## src/rtl/icb_pkg.sv

```systemverilog
// Shared ICB slave definitions: default bus geometry, response entry layout
// and the byte-address to word-index helper.
package icb_pkg;

    localparam int ICB_BUS_WIDTH = 32;
    localparam int ICB_BYTES     = ICB_BUS_WIDTH / 8;

    // Response FIFO entries are packed in this order: rdata above, err in bit 0.
    typedef struct packed {
        logic [ICB_BUS_WIDTH-1:0] rdata;
        logic                     err;
    } icb_rsp_entry_t;

    function automatic logic [63:0] icb_word_idx(input logic [63:0] addr,
                                                 input int unsigned byte_lg);
        return addr >> byte_lg;
    endfunction

endpackage

```

## src/rtl/icb_rsp_fifo.sv

```systemverilog
// Synchronous FIFO for ICB response entries; extra pointer bit distinguishes
// full from empty.
module icb_rsp_fifo #(
    parameter int WIDTH = 33,
    parameter int DEPTH = 4
) (
    input  logic                     clk,
    input  logic                     rst,
    input  logic                     push_i,
    input  logic [WIDTH-1:0]         push_data_i,
    input  logic                     pop_i,
    output logic [WIDTH-1:0]         head_o,
    output logic                     empty_o,
    output logic [$clog2(DEPTH):0]   count_o
);
    localparam int PW = $clog2(DEPTH);

    logic [WIDTH-1:0] mem_q [DEPTH];
    logic [PW:0]      wr_ptr_q, wr_ptr_d;
    logic [PW:0]      rd_ptr_q, rd_ptr_d;
    logic             full_s, do_push_s, do_pop_s;

    assign empty_o = (wr_ptr_q == rd_ptr_q);
    assign full_s  = (wr_ptr_q[PW] != rd_ptr_q[PW]) &&
                     (wr_ptr_q[PW-1:0] == rd_ptr_q[PW-1:0]);
    assign count_o = wr_ptr_q - rd_ptr_q;
    assign head_o  = mem_q[rd_ptr_q[PW-1:0]];

    // Pointer advance; a push into a full FIFO is allowed only alongside a pop.
    always_comb begin
        do_pop_s  = pop_i && !empty_o;
        do_push_s = push_i && (!full_s || do_pop_s);
        wr_ptr_d  = wr_ptr_q;
        rd_ptr_d  = rd_ptr_q;
        if (do_push_s) begin
            wr_ptr_d = wr_ptr_q + {{PW{1'b0}}, 1'b1};
        end else begin
            wr_ptr_d = wr_ptr_q;
        end
        if (do_pop_s) begin
            rd_ptr_d = rd_ptr_q + {{PW{1'b0}}, 1'b1};
        end else begin
            rd_ptr_d = rd_ptr_q;
        end
    end

    // Pointer registers.
    always_ff @(posedge clk) begin
        if (rst) begin
            wr_ptr_q <= {(PW+1){1'b0}};
            rd_ptr_q <= {(PW+1){1'b0}};
        end else begin
            wr_ptr_q <= wr_ptr_d;
            rd_ptr_q <= rd_ptr_d;
        end
    end

    // Entry storage.
    always_ff @(posedge clk) begin
        if (do_push_s) begin
            mem_q[wr_ptr_q[PW-1:0]] <= push_data_i;
        end
    end

endmodule

```

## src/rtl/icb_sram_slave.sv

```systemverilog
// ICB slave endpoint: decodes commands into single-port SRAM accesses and
// returns in-order responses through a credit-bounded response FIFO.
module icb_sram_slave
    import icb_pkg::*;
#(
    parameter int BUS_WIDTH  = ICB_BUS_WIDTH,
    parameter int ADDR_WIDTH = 32,
    parameter int MEM_WORDS  = 1024,
    parameter int RSP_DEPTH  = 4
) (
    input  logic                         clk,
    input  logic                         rst,
    input  logic                         icb_cmd_valid,
    output logic                         icb_cmd_ready,
    input  logic [ADDR_WIDTH-1:0]        icb_cmd_addr,
    input  logic                         icb_cmd_read,
    input  logic [BUS_WIDTH-1:0]         icb_cmd_wdata,
    input  logic [BUS_WIDTH/8-1:0]       icb_cmd_wmask,
    output logic                         icb_rsp_valid,
    input  logic                         icb_rsp_ready,
    output logic [BUS_WIDTH-1:0]         icb_rsp_rdata,
    output logic                         icb_rsp_err,
    output logic                         sram_en,
    output logic                         sram_we,
    output logic [$clog2(MEM_WORDS)-1:0] sram_addr,
    output logic [BUS_WIDTH-1:0]         sram_wdata,
    output logic [BUS_WIDTH/8-1:0]       sram_wmask,
    input  logic [BUS_WIDTH-1:0]         sram_rdata
);
    localparam int BYTE_LG = $clog2(BUS_WIDTH / 8);
    localparam int MEM_AW  = $clog2(MEM_WORDS);
    localparam int CNT_W   = $clog2(RSP_DEPTH) + 1;
    localparam int ENTRY_W = BUS_WIDTH + 1;

    logic [63:0]        word_idx_s;
    logic               in_range_s, cmd_hs_s, rsp_hs_s;
    logic               p_valid_q, p_valid_d, p_read_q, p_read_d, p_err_q, p_err_d;
    logic [CNT_W-1:0]   fifo_count_s, outstanding_s;
    logic               fifo_empty_s;
    logic [ENTRY_W-1:0] push_data_s, head_s;

    // Credits are counted from registered state only, so rsp_ready never reaches cmd_ready.
    assign outstanding_s = CNT_W'(p_valid_q) + fifo_count_s;
    assign icb_cmd_ready = !rst && (outstanding_s < CNT_W'(RSP_DEPTH));
    assign cmd_hs_s      = icb_cmd_valid && icb_cmd_ready;
    assign icb_rsp_valid = !fifo_empty_s && !rst;
    assign rsp_hs_s      = icb_rsp_valid && icb_rsp_ready;
    assign icb_rsp_rdata = icb_rsp_valid ? head_s[ENTRY_W-1:1] : {BUS_WIDTH{1'b0}};
    assign icb_rsp_err   = icb_rsp_valid ? head_s[0] : 1'b0;
    assign sram_wdata    = icb_cmd_wdata;
    assign sram_wmask    = icb_cmd_wmask;
    assign sram_addr     = word_idx_s[MEM_AW-1:0];

    // Address decode, SRAM strobe and pipeline-register next state.
    always_comb begin
        word_idx_s = icb_word_idx(64'(icb_cmd_addr), BYTE_LG);
        in_range_s = (word_idx_s < 64'(MEM_WORDS));
        sram_en    = cmd_hs_s && in_range_s;
        sram_we    = cmd_hs_s && in_range_s && !icb_cmd_read;
        p_valid_d  = cmd_hs_s;
        p_read_d   = icb_cmd_read;
        p_err_d    = !in_range_s;
        if (p_read_q && !p_err_q) begin
            push_data_s = {sram_rdata, 1'b0};
        end else begin
            push_data_s = {{BUS_WIDTH{1'b0}}, p_err_q};
        end
    end

    // Pipeline register spanning the SRAM read latency.
    always_ff @(posedge clk) begin
        if (rst) begin
            p_valid_q <= 1'b0;
            p_read_q  <= 1'b0;
            p_err_q   <= 1'b0;
        end else begin
            p_valid_q <= p_valid_d;
            p_read_q  <= p_read_d;
            p_err_q   <= p_err_d;
        end
    end

    icb_rsp_fifo #(
        .WIDTH (ENTRY_W),
        .DEPTH (RSP_DEPTH)
    ) u_rsp_fifo (
        .clk         (clk),
        .rst         (rst),
        .push_i      (p_valid_q),
        .push_data_i (push_data_s),
        .pop_i       (rsp_hs_s),
        .head_o      (head_s),
        .empty_o     (fifo_empty_s),
        .count_o     (fifo_count_s)
    );

endmodule

```

## config.mk

```make
export PLATFORM = sky130hd
export DESIGN_NAME = icb_sram_slave
export DESIGN_NICKNAME = d
export VERILOG_FILES = /design/src/rtl/icb_pkg.sv /design/src/rtl/icb_rsp_fifo.sv /design/src/rtl/icb_sram_slave.sv
export SDC_FILE = /design/constraint.sdc
export NUM_CORES = 1
export LEC_CHECK = 0
export BUFFER_PORTS_ARGS = -buffer_cell sky130_fd_sc_hd__buf_2
export CORE_ASPECT_RATIO = 1.1
export CORE_UTILIZATION = 35
export CTS_CLUSTER_DIAMETER = 200
export DETAILED_ROUTE_END_ITERATION = 16
export GPL_ROUTABILITY_DRIVEN = 0
export PLACE_DENSITY = 0.67
export SLEW_MARGIN = 20
export SYNTH_ARGS = -nofsm -noshare
export SYNTH_HDL_FRONTEND = slang
export SYNTH_HIERARCHICAL = 1
export SYNTH_SLANG_ARGS = --single-unit
export TNS_END_PERCENT = 5
```

## constraint.sdc

```tcl
create_clock -name clk -period 3.73 [get_ports clk]
set_input_delay 0.373 -clock clk [delete_from_list [all_inputs] [get_ports clk]]
set_output_delay 0.373 -clock clk [all_outputs]
set_load 0.01 [all_outputs]
```

==> results_tabular.tex, run 1 <==
\begin{tabular}{lr}
\hline
Metric & Value \\
\hline
\multicolumn{2}{l}{\textbf{Outcome}} \\
\quad Result of the run & complete, no violations \\
\multicolumn{2}{l}{\textbf{Yosys}} \\
\quad Area of the mapped netlist & approximately 0.0063 mm² \\
\quad Count of flip-flops with a built-in enable after synthesis & 132 \\
\quad Most area-consuming cells after synthesis & edfxtp\_1 63\%, mux4\_2 12\%, and2\_1 7.0\% \\
\quad Area fraction of the dominant cell type after synthesis & 63.1\% \\
\quad Share of the yosys chip area belonging to registers & 66.6\% \\
\quad Synth Register Bits & approximately 140 \\
\quad Count of cell types in the netlist & 39 \\
\quad Syn\_area\_per\_cell & roughly 17 µm² \\
\quad Post-synth top flop & edfxtp\_1 \\
\quad Mapped Cells & $\sim$370 \\
\quad Share of flip-flops with an asynchronous set or reset & 0\% \\
\quad Syn Nets & between 400 and 500 \\
\quad Area leader, netlist & edfxtp\_1 \\
\quad Yosys warnings & 6 \\
\multicolumn{2}{l}{\textbf{Clock network}} \\
\quad Insertion delay of the later-clocked pin in the worst-skew pair & $\sim$0.4 ns \\
\quad \# Post-CTS Setup Buffers & 0 \\
\quad Number of H-tree levels & 4 \\
\quad Total clock buffers created by CTS & 17 \\
\quad CTS sink cnt & $\sim$140 \\
\quad Clock transition at path regs & roughly 0.06 ns \\
\quad Hold-fix buffers, CTS & 0 \\
\quad Post-cts resize count & 0 \\
\quad Maximum root-to-sink buffer count & 2 \\
\quad Clock tree from TritonCTS & done \\
\quad Clock Tree Root & clkbuf\_16 \\
\multicolumn{2}{l}{\textbf{Layout}} \\
\quad Most frequent cells in the layout & 132 x edfxtp\_1, 93 x buf\_2, 66 x and2\_1 \\
\quad Antenna diodes & 0 \\
\quad Most frequent standard cell in the layout excluding fill and tap cells & edfxtp\_1 \\
\quad Total number of nets in the final design & roughly 540 \\
\quad Non-filler cells, final & between 600 and 700 \\
\quad Fraction of final layout cells with drive strength greater than 1 & between 40\% and 50\% \\
\quad Area delta synth->final & 14.5\% \\
\multicolumn{2}{l}{\textbf{Timing}} \\
\quad Total negative slack & 0 ns \\
\quad Max Clock Freq & roughly 330 MHz \\
\quad Setup repair after global routing missed its margin & no \\
\quad Final period util & 81.2\% \\
\quad Number of endpoints with negative hold slack in the final report & 0 \\
\quad Slew of the pin with the lowest slew margin & around 0.94 ns \\
\quad Setup Skew & 0.00617 ns \\
\quad Total of endpoints with negative setup slack in the final report & 0 \\
\quad Slew Viols, Final & 0 \\
\quad Rel. slew slack & roughly 37\% \\
\quad Final critical path time including I/O delays and setup & 3.03 ns \\
\multicolumn{2}{l}{\textbf{Route}} \\
\quad Number of design rule violations left after detail routing & 0 \\
\quad Router iterations before antenna repair & 4 \\
\quad Via count of the routed design & roughly 3200 \\
\quad Routed len/inst & 17.1 µm \\
\quad Final Routed Wirelength & approximately 12000 µm \\
\quad Via density per instance & about 4.7 \\
\quad ANT nets after route & 0 \\
\quad Detailed router's first-iteration violation count & 150 \\
\multicolumn{2}{l}{\textbf{Global route}} \\
\quad Number of global-route vias before repair & 3412 \\
\quad Initial antenna violation count & 1 \\
\quad Total grt overflow & 0 \\
\quad Wire length of the first global-routing pass & approximately 18000 µm \\
\quad Aggregate global-route resource usage & between 10\% and 20\% \\
\quad Maximum number of pins on one net before global-route repair & 35 \\
\multicolumn{2}{l}{\textbf{Placed design}} \\
\quad Number of port buffers & between 90 and 100 \\
\quad HPWL Detailed & between 7000 and 8000 µm \\
\quad Number of placed instances with taps included & roughly 640 \\
\multicolumn{2}{l}{\textbf{Die}} \\
\quad Initial standard-cell utilization of the core & $\sim$36\% \\
\quad I/O pin total & $\sim$190 \\
\quad Height of the chip & about 140 µm \\
\quad Die Area & about 0.018 mm² \\
\quad Site row count & 51 \\
\quad Area of the placeable core & between 0.015 and 0.02 mm² \\
\quad Die Wd & around 130 µm \\
\multicolumn{2}{l}{\textbf{Power}} \\
\quad Leakage power & between 2 and 3 nW \\
\quad Total power per unit cell area & about 500 mW/mm² \\
\quad Worst vdd ir & 0.318 mV \\
\multicolumn{2}{l}{\textbf{Critical path}} \\
\quad Arrival time reported for the critical path endpoint & between 3 and 4 ns \\
\quad CP Max Fanout & 33 \\
\quad Critical Path Start Type & flop \\
\quad Worst setup path category & flop to flop \\
\quad Kind of capture point of the worst setup path & flop \\
\quad Data required, critical path & 3.76 ns \\
\multicolumn{2}{l}{\textbf{Worst hold path}} \\
\quad Class of the worst hold path & input port to flop \\
\multicolumn{2}{l}{\textbf{Job}} \\
\quad Number of max-cap violations & 0 \\
\hline
\end{tabular}
[power breakdown]
group	total, mW	switching (mW)	internal (mW)	leakage, nW
sequential	1.83	0.0231	1.81	1.27
clock	1.47	0.621	0.848	0.251
combinational	0.307	0.166	0.141	1.01
[area by class of cell]
| type | count | area, µm² |
|---|---|---|
| inverter | 8 | 30.0 |
| clock buffer | 19 | 433 |
| multi-input combinational | 156 | 1670 |
| tap | 238 | 298 |
| clock inverter | 13 | 93.8 |
| fill | 1635 | 10400 |
| sequential | 143 | 4190 |
| timing repair buffer | 96 | 488 |
[kinds of logic (layout without fill, tap and decap cells)]
kind of cell    count (synthesis)  count (layout)  share of synthesized area, %
flops                         143             143                          66.6
simple gates                   98              98                          10.2
buf+inv                        70             136                          7.15
mux                            37              37                          12.6
compound gates                  9               9                          1.16
fa+ha+maj                       8               8                          1.71
xor+xnor                        4               4                         0.558
[state kept, by name (all words and copies together) (netlist names), named ones only]
register,cells
p_read_q,1
u_rsp_fifo/mem_q,132
u_rsp_fifo/rd_ptr_q,3
p_err_q,1
u_rsp_fifo/wr_ptr_q,3
p_valid_q,1
[cell usage after synthesis, types with 2 or more instances]
cell / n
mux4_2: 33
and3_1: 2
inv_1: 8
and2_1: 70
dfxtp_1: 11
mux2_2: 2
nor2b_1: 3
nor4_4: 2
buf_4: 48
nand2_1: 3
nor4_2: 3
xnor2_1: 3
nand4_1: 2
edfxtp_1: 132
clkbuf_1: 9
buf_2: 5
nor2_1: 5
ha_1: 7
[worst max-delay path, cell delays in order (launching register included)]
cell and delay (ns):
dfxtp_1 0.39, inv_1 0.12, ha_1 0.32, nand2_1 0.19, nor2_1 0.12, nor2_4 0.11, and2_1 0.26, o31a_1 0.31
and2_2 0.82
[layer usage]
metal / track usage, % / wire length [µm] / vias to the layer above
met2: 22.5 / 5910 / 115
met5: 0 / 13 / -
met1: 15.5 / 4850 / 1572
li1: - / - / 1453
met4: 4.96 / 85 / 2
met3: 4.47 / 653 / 8
[worst paths after layout]
kind | cells past startpoint | start | endpoint | slack [ns]
hold reg to reg | 2 | u_rsp_fifo/wr_ptr_q[2] | u_rsp_fifo/wr_ptr_q[2] | 0.53
hold / removal | 2 | icb_cmd_read | p_read_q | 0.22
setup reg to reg | 8 | u_rsp_fifo/wr_ptr_q[0] | u_rsp_fifo/mem_q[1][18] | 0.70
setup / recovery | 8 | u_rsp_fifo/wr_ptr_q[0] | u_rsp_fifo/mem_q[1][18] | 0.70
[through the flow]
stage	util [%]	hold slack [ns]	setup WS (ns)	total power, mW	instance area, µm²
after floorplan	-	0.442	0.860	2.10	6280
after global placement	37.9	0.502	0.873	2.17	6670
after detailed placement	37.9	0.526	0.710	2.18	6670
after CTS	40.9	0.206	0.672	3.65	7200
after global routing	40.9	0.221	0.429	3.76	7200
final	40.9	0.220	0.700	3.61	7200
Note: power is estimated with default switching activity, not from simulation.
==> run 2: changes to the inputs <==
- ABC_AREA: unset -> 1
- PLACE_DENSITY: 0.67 -> 0.69
- clock period: 3.73 -> 2.7 ns (I/O delays scaled with it)
==> run 2 against run 1 <==
  * Non-clock buffer count increased by 11
  * Clock-buffer cell count decreased by 2
  * Combinational power decreased by 20%
  * Core utilization increased by 0.50 points
  * Worst setup slack got worse by 0.57 ns
  * Global-route usage increased by 0.81 points
  * Clock skew increased by 0.0039 ns
  * Via count increased by 33%
  * Clock power increased by 59%
==> results_tabular.tex, run 2 <==
\begin{tabular}{lr}
\hline
Metric & Value \\
\hline
\multicolumn{2}{l}{\textbf{Power}} \\
\quad Leakage power & 3.18 nW (+26\%) \\
\quad Total power per unit cell area & 665 mW/mm² (+33\%) \\
\quad Worst vdd ir & 0.357 mV (+12\%) \\
\multicolumn{2}{l}{\textbf{Clock network}} \\
\quad Clock Tree Root & clkbuf\_16 \\
\quad Total clock buffers created by CTS & 17 (unchanged) \\
\quad Clock transition at path regs & 0.06 ns (about the same) \\
\quad Maximum root-to-sink buffer count & 2 (unchanged) \\
\quad Clock tree from TritonCTS & done \\
\quad Number of H-tree levels & 4 (unchanged) \\
\quad CTS sink cnt & 143 (unchanged) \\
\quad Insertion delay of the later-clocked pin in the worst-skew pair & 0.41 ns (about the same) \\
\quad Hold-fix buffers, CTS & 0 (unchanged) \\
\multicolumn{2}{l}{\textbf{Timing}} \\
\quad Worst setup slack after layout & 0.132 ns (-0.568 ns) \\
\quad Slew of the pin with the lowest slew margin & 0.670 ns (-0.271 ns) \\
\quad Setup Skew & 0.0100 ns (+0.00385 ns) \\
\quad Max Clock Freq & 389 MHz \\
\quad Rel. slew slack & 55.3\% (+18 points) \\
\quad Final period util & 95.1\% \\
\quad Number of endpoints with negative hold slack in the final report & 0 (unchanged) \\
\quad Total negative slack & 0 ns (unchanged) \\
\quad Setup repair after global routing missed its margin & no \\
\quad Total of endpoints with negative setup slack in the final report & 0 (unchanged) \\
\quad Final critical path time including I/O delays and setup & 2.57 ns \\
\quad Slew Viols, Final & 0 (unchanged) \\
\multicolumn{2}{l}{\textbf{Yosys}} \\
\quad Synth Register Bits & 143 (unchanged) \\
\quad Yosys warnings & 6 (unchanged) \\
\quad Share of the yosys chip area belonging to registers & 64.1\% (-2.5 points) \\
\quad Area of the mapped netlist & 0.00653 mm² (+3.9\%) \\
\quad Area leader, netlist & edfxtp\_1 \\
\quad Syn\_area\_per\_cell & 10.7 µm² (-37\%) \\
\quad Area fraction of the dominant cell type after synthesis & 60.7\% (-2.4 points) \\
\quad Most area-consuming cells after synthesis & edfxtp\_1 61\%, nor2\_1 8.6\%, buf\_4 5.8\% \\
\quad Post-synth top flop & edfxtp\_1 \\
\quad Count of cell types in the netlist & 26 (-33\%) \\
\quad Count of flip-flops with a built-in enable after synthesis & 132 (unchanged) \\
\quad Share of flip-flops with an asynchronous set or reset & 0\% (unchanged) \\
\quad Cell with the most instances after synthesis & nor2\_1 \\
\quad Syn Nets & 725 (+50\%) \\
\quad Mapped Cells & 612 (+66\%) \\
\quad Post-synth top cells & 149 x nor2\_1, 132 x edfxtp\_1, 88 x inv\_1 \\
\multicolumn{2}{l}{\textbf{Critical path}} \\
\quad Kind of capture point of the worst setup path & output port \\
\quad Critical path's slowest cell & fa\_1 \\
\quad Critical Path Start Type & flop \\
\quad Arrival time reported for the critical path endpoint & 2.30 ns (-0.76 ns) \\
\quad Delay of the slowest cell on the worst path & 0.39 ns (-0.43 ns) \\
\quad Dominant delay contributor by cell family on the critical path & adder cells \\
\quad Startpoint of the most critical setup path & u\_rsp\_fifo/wr\_ptr\_q[0] \\
\quad Worst setup path category & flop to output port \\
\quad Buf+Inv Stages, Crit Path & 3 (+2) \\
\quad Crit-path most repeated cell & inv\_1 \\
\quad Reg2Reg Depth & 14 (+6) \\
\quad Slack of the worst reg-to-reg path & 0.31 ns (-0.39 ns) \\
\quad Data required, critical path & 2.43 ns (-1.33 ns) \\
\quad Critical register-to-register path endpoint & u\_rsp\_fifo/mem\_q[1][0] \\
\quad CP Max Fanout & 4 (-88\%) \\
\quad Critical Path, Cell by Cell & inv\_1, ha\_1, fa\_1, xor2\_1, inv\_1, nand4\_1, nand3\_2, nor2\_4, nand2\_2, nor2\_2, buf\_2 \\
\quad Reg2Reg Launch Point & u\_rsp\_fifo/wr\_ptr\_q[0] \\
\multicolumn{2}{l}{\textbf{Layout}} \\
\quad Most frequent cells in the layout & 144 x nor2\_1, 132 x edfxtp\_1, 93 x buf\_2 \\
\quad Flip-flop count of the largest register, all copies and words added & 132 (unchanged) \\
\quad Most frequent standard cell in the layout excluding fill and tap cells & nor2\_1 \\
\quad Final instance area & 0.00759 mm² (+5.4\%) \\
\quad Non-filler cells, final & 921 (+37\%) \\
\quad Final core utilization & 41.4\% (+0.50 points) \\
\quad Area delta synth->final & 16.2\% \\
\quad Total number of nets in the final design & 778 (+45\%) \\
\quad Fraction of final layout cells with drive strength greater than 1 & 24.0\% (-16 points) \\
\quad Antenna diodes & 0 (unchanged) \\
\multicolumn{2}{l}{\textbf{Global route}} \\
\quad Number of global-route vias before repair & 4222 (+24\%) \\
\quad Total grt overflow & 0 (unchanged) \\
\quad Aggregate global-route resource usage & 14.1\% (+0.81 points) \\
\quad Wire length of the first global-routing pass & 20600 µm (+16\%) \\
\quad Initial antenna violation count & 0 (-1) \\
\quad Maximum number of pins on one net before global-route repair & 67 (+91\%) \\
\multicolumn{2}{l}{\textbf{Route}} \\
\quad Via density per instance & 4.55 (-2.7\%) \\
\quad Number of design rule violations left after detail routing & 0 (unchanged) \\
\quad Routed len/inst & 14.1 µm (-17\%) \\
\quad Detailed router's first-iteration violation count & 260 (+73\%) \\
\quad Via count of the routed design & 4195 (+33\%) \\
\quad Router iterations before antenna repair & 4 (unchanged) \\
\quad Final Routed Wirelength & 13000 µm (+13\%) \\
\quad ANT nets after route & 0 (unchanged) \\
\multicolumn{2}{l}{\textbf{Worst hold path}} \\
\quad Hold depth & 3 (+1) \\
\quad Hold path startpoint & icb\_cmd\_read \\
\quad Worst Hold Endpoint & p\_read\_q \\
\quad Class of the worst hold path & input port to flop \\
\multicolumn{2}{l}{\textbf{Die}} \\
\quad Die Area & 0.0192 mm² (+3.8\%) \\
\quad Height of the chip & 145 µm (+1.9\%) \\
\quad Area of the placeable core & 0.0183 mm² (+4.2\%) \\
\quad Site row count & 52 (+2.0\%) \\
\quad Initial standard-cell utilization of the core & 35.6\% (-0.094 points) \\
\quad I/O pin total & 188 (unchanged) \\
\quad Die Wd & 132 µm (+1.9\%) \\
\multicolumn{2}{l}{\textbf{Placed design}} \\
\quad Number of port buffers & 93 (unchanged) \\
\quad Cell area after placement & 0.00697 mm² (+4.6\%) \\
\quad HPWL Detailed & 8110 µm (+14\%) \\
\quad Setup WS pre-CTS & 0.257 ns (-0.452 ns) \\
\quad Number of placed instances with taps included & 889 (+39\%) \\
\multicolumn{2}{l}{\textbf{Outcome}} \\
\quad Result of the run & complete, no violations \\
\multicolumn{2}{l}{\textbf{Job}} \\
\quad Number of max-cap violations & 0 (unchanged) \\
\hline
\end{tabular}
run 2: changes by cell type in the layout (fill, tap and decap cells not counted), sizes merged, moves of 6 or more:
cell and change:
nor4 -6, buf +11, a21oi +6, o21ai +67, o22ai +33, nor2 +149, and2 -67, mux4 -33
inv +86, nand2 +17, nand3 +8
run 2: worst max-delay path by stage:
stage | to | slack [ns] | cells after the start
after floorplan | u_rsp_fifo/mem_q[0][0] | 0.04 | 13
after CTS | sram_we | 0.05 | 11
final | sram_we | 0.13 | 11
after global placement | u_rsp_fifo/mem_q[1][27] | 0.28 | 14
after global routing | sram_we | 0.02 | 11
after detailed placement | u_rsp_fifo/mem_q[1][8] | 0.26 | 14
run 2: stage by stage:
stage / power, mW / hold slack [ns]
6_report: 5.05 / 0.0992
5_1_grt: 5.22 / 0.116
4_1_cts: 5.10 / 0.0851
3_5_place_dp: 2.76 / 0.500
3_3_place_gp: 2.75 / 0.491
2_1_floorplan: 2.72 / 0.339
run 2: layout make-up:
class | count | area [µm²]
inverter | 91 | 342
clock buffer | 17 | 425
timing repair buffer | 107 | 624
multi-input combinational | 305 | 1520
sequential | 143 | 4190
tap | 243 | 304
clock inverter | 15 | 183
fill | 1817 | 10800
run 2: timing repair:
item / CTS / global route
setup endpoints to repair: 0 / 35
resized for setup: 0 / 2
buffers inserted: 0 / 0
run 2: tightest hold or removal path, cell delays in order:
cell and delay (ns):
buf_2 0.11, inv_1 0.05, nor2_1 0.04
run 2: per-layer routing:
layer / vias up / global-route usage [%] / share of wire (%)
met5: - / 0 / 0
met4: 0 / 7.53 / 2.8
met3: 41 / 3.25 / 4.6
met2: 90 / 25.2 / 50
met1: 1972 / 15.5 / 42
li1: 2092 / - / -
run 2: report_power, final:
| group | switching, mW | internal (mW) |
|---|---|---|
| clock | 0.881 | 1.46 |
| sequential | 0.0126 | 2.45 |
| combinational | 0.152 | 0.0921 |
run 2: kinds of logic (layout without fill, tap and decap cells):
kind of cell / after synthesis / in the layout / share of synthesized area [%]
and+or+nand+nor: 188 / 188 / 12.0
buffers and inverters: 164 / 230 / 13.1
DFF: 143 / 143 / 64.1
AOI/OAI and AO/OA: 106 / 106 / 8.76
adders and majority gates: 8 / 8 / 1.65
xor gates and xnor gates: 3 / 3 / 0.403
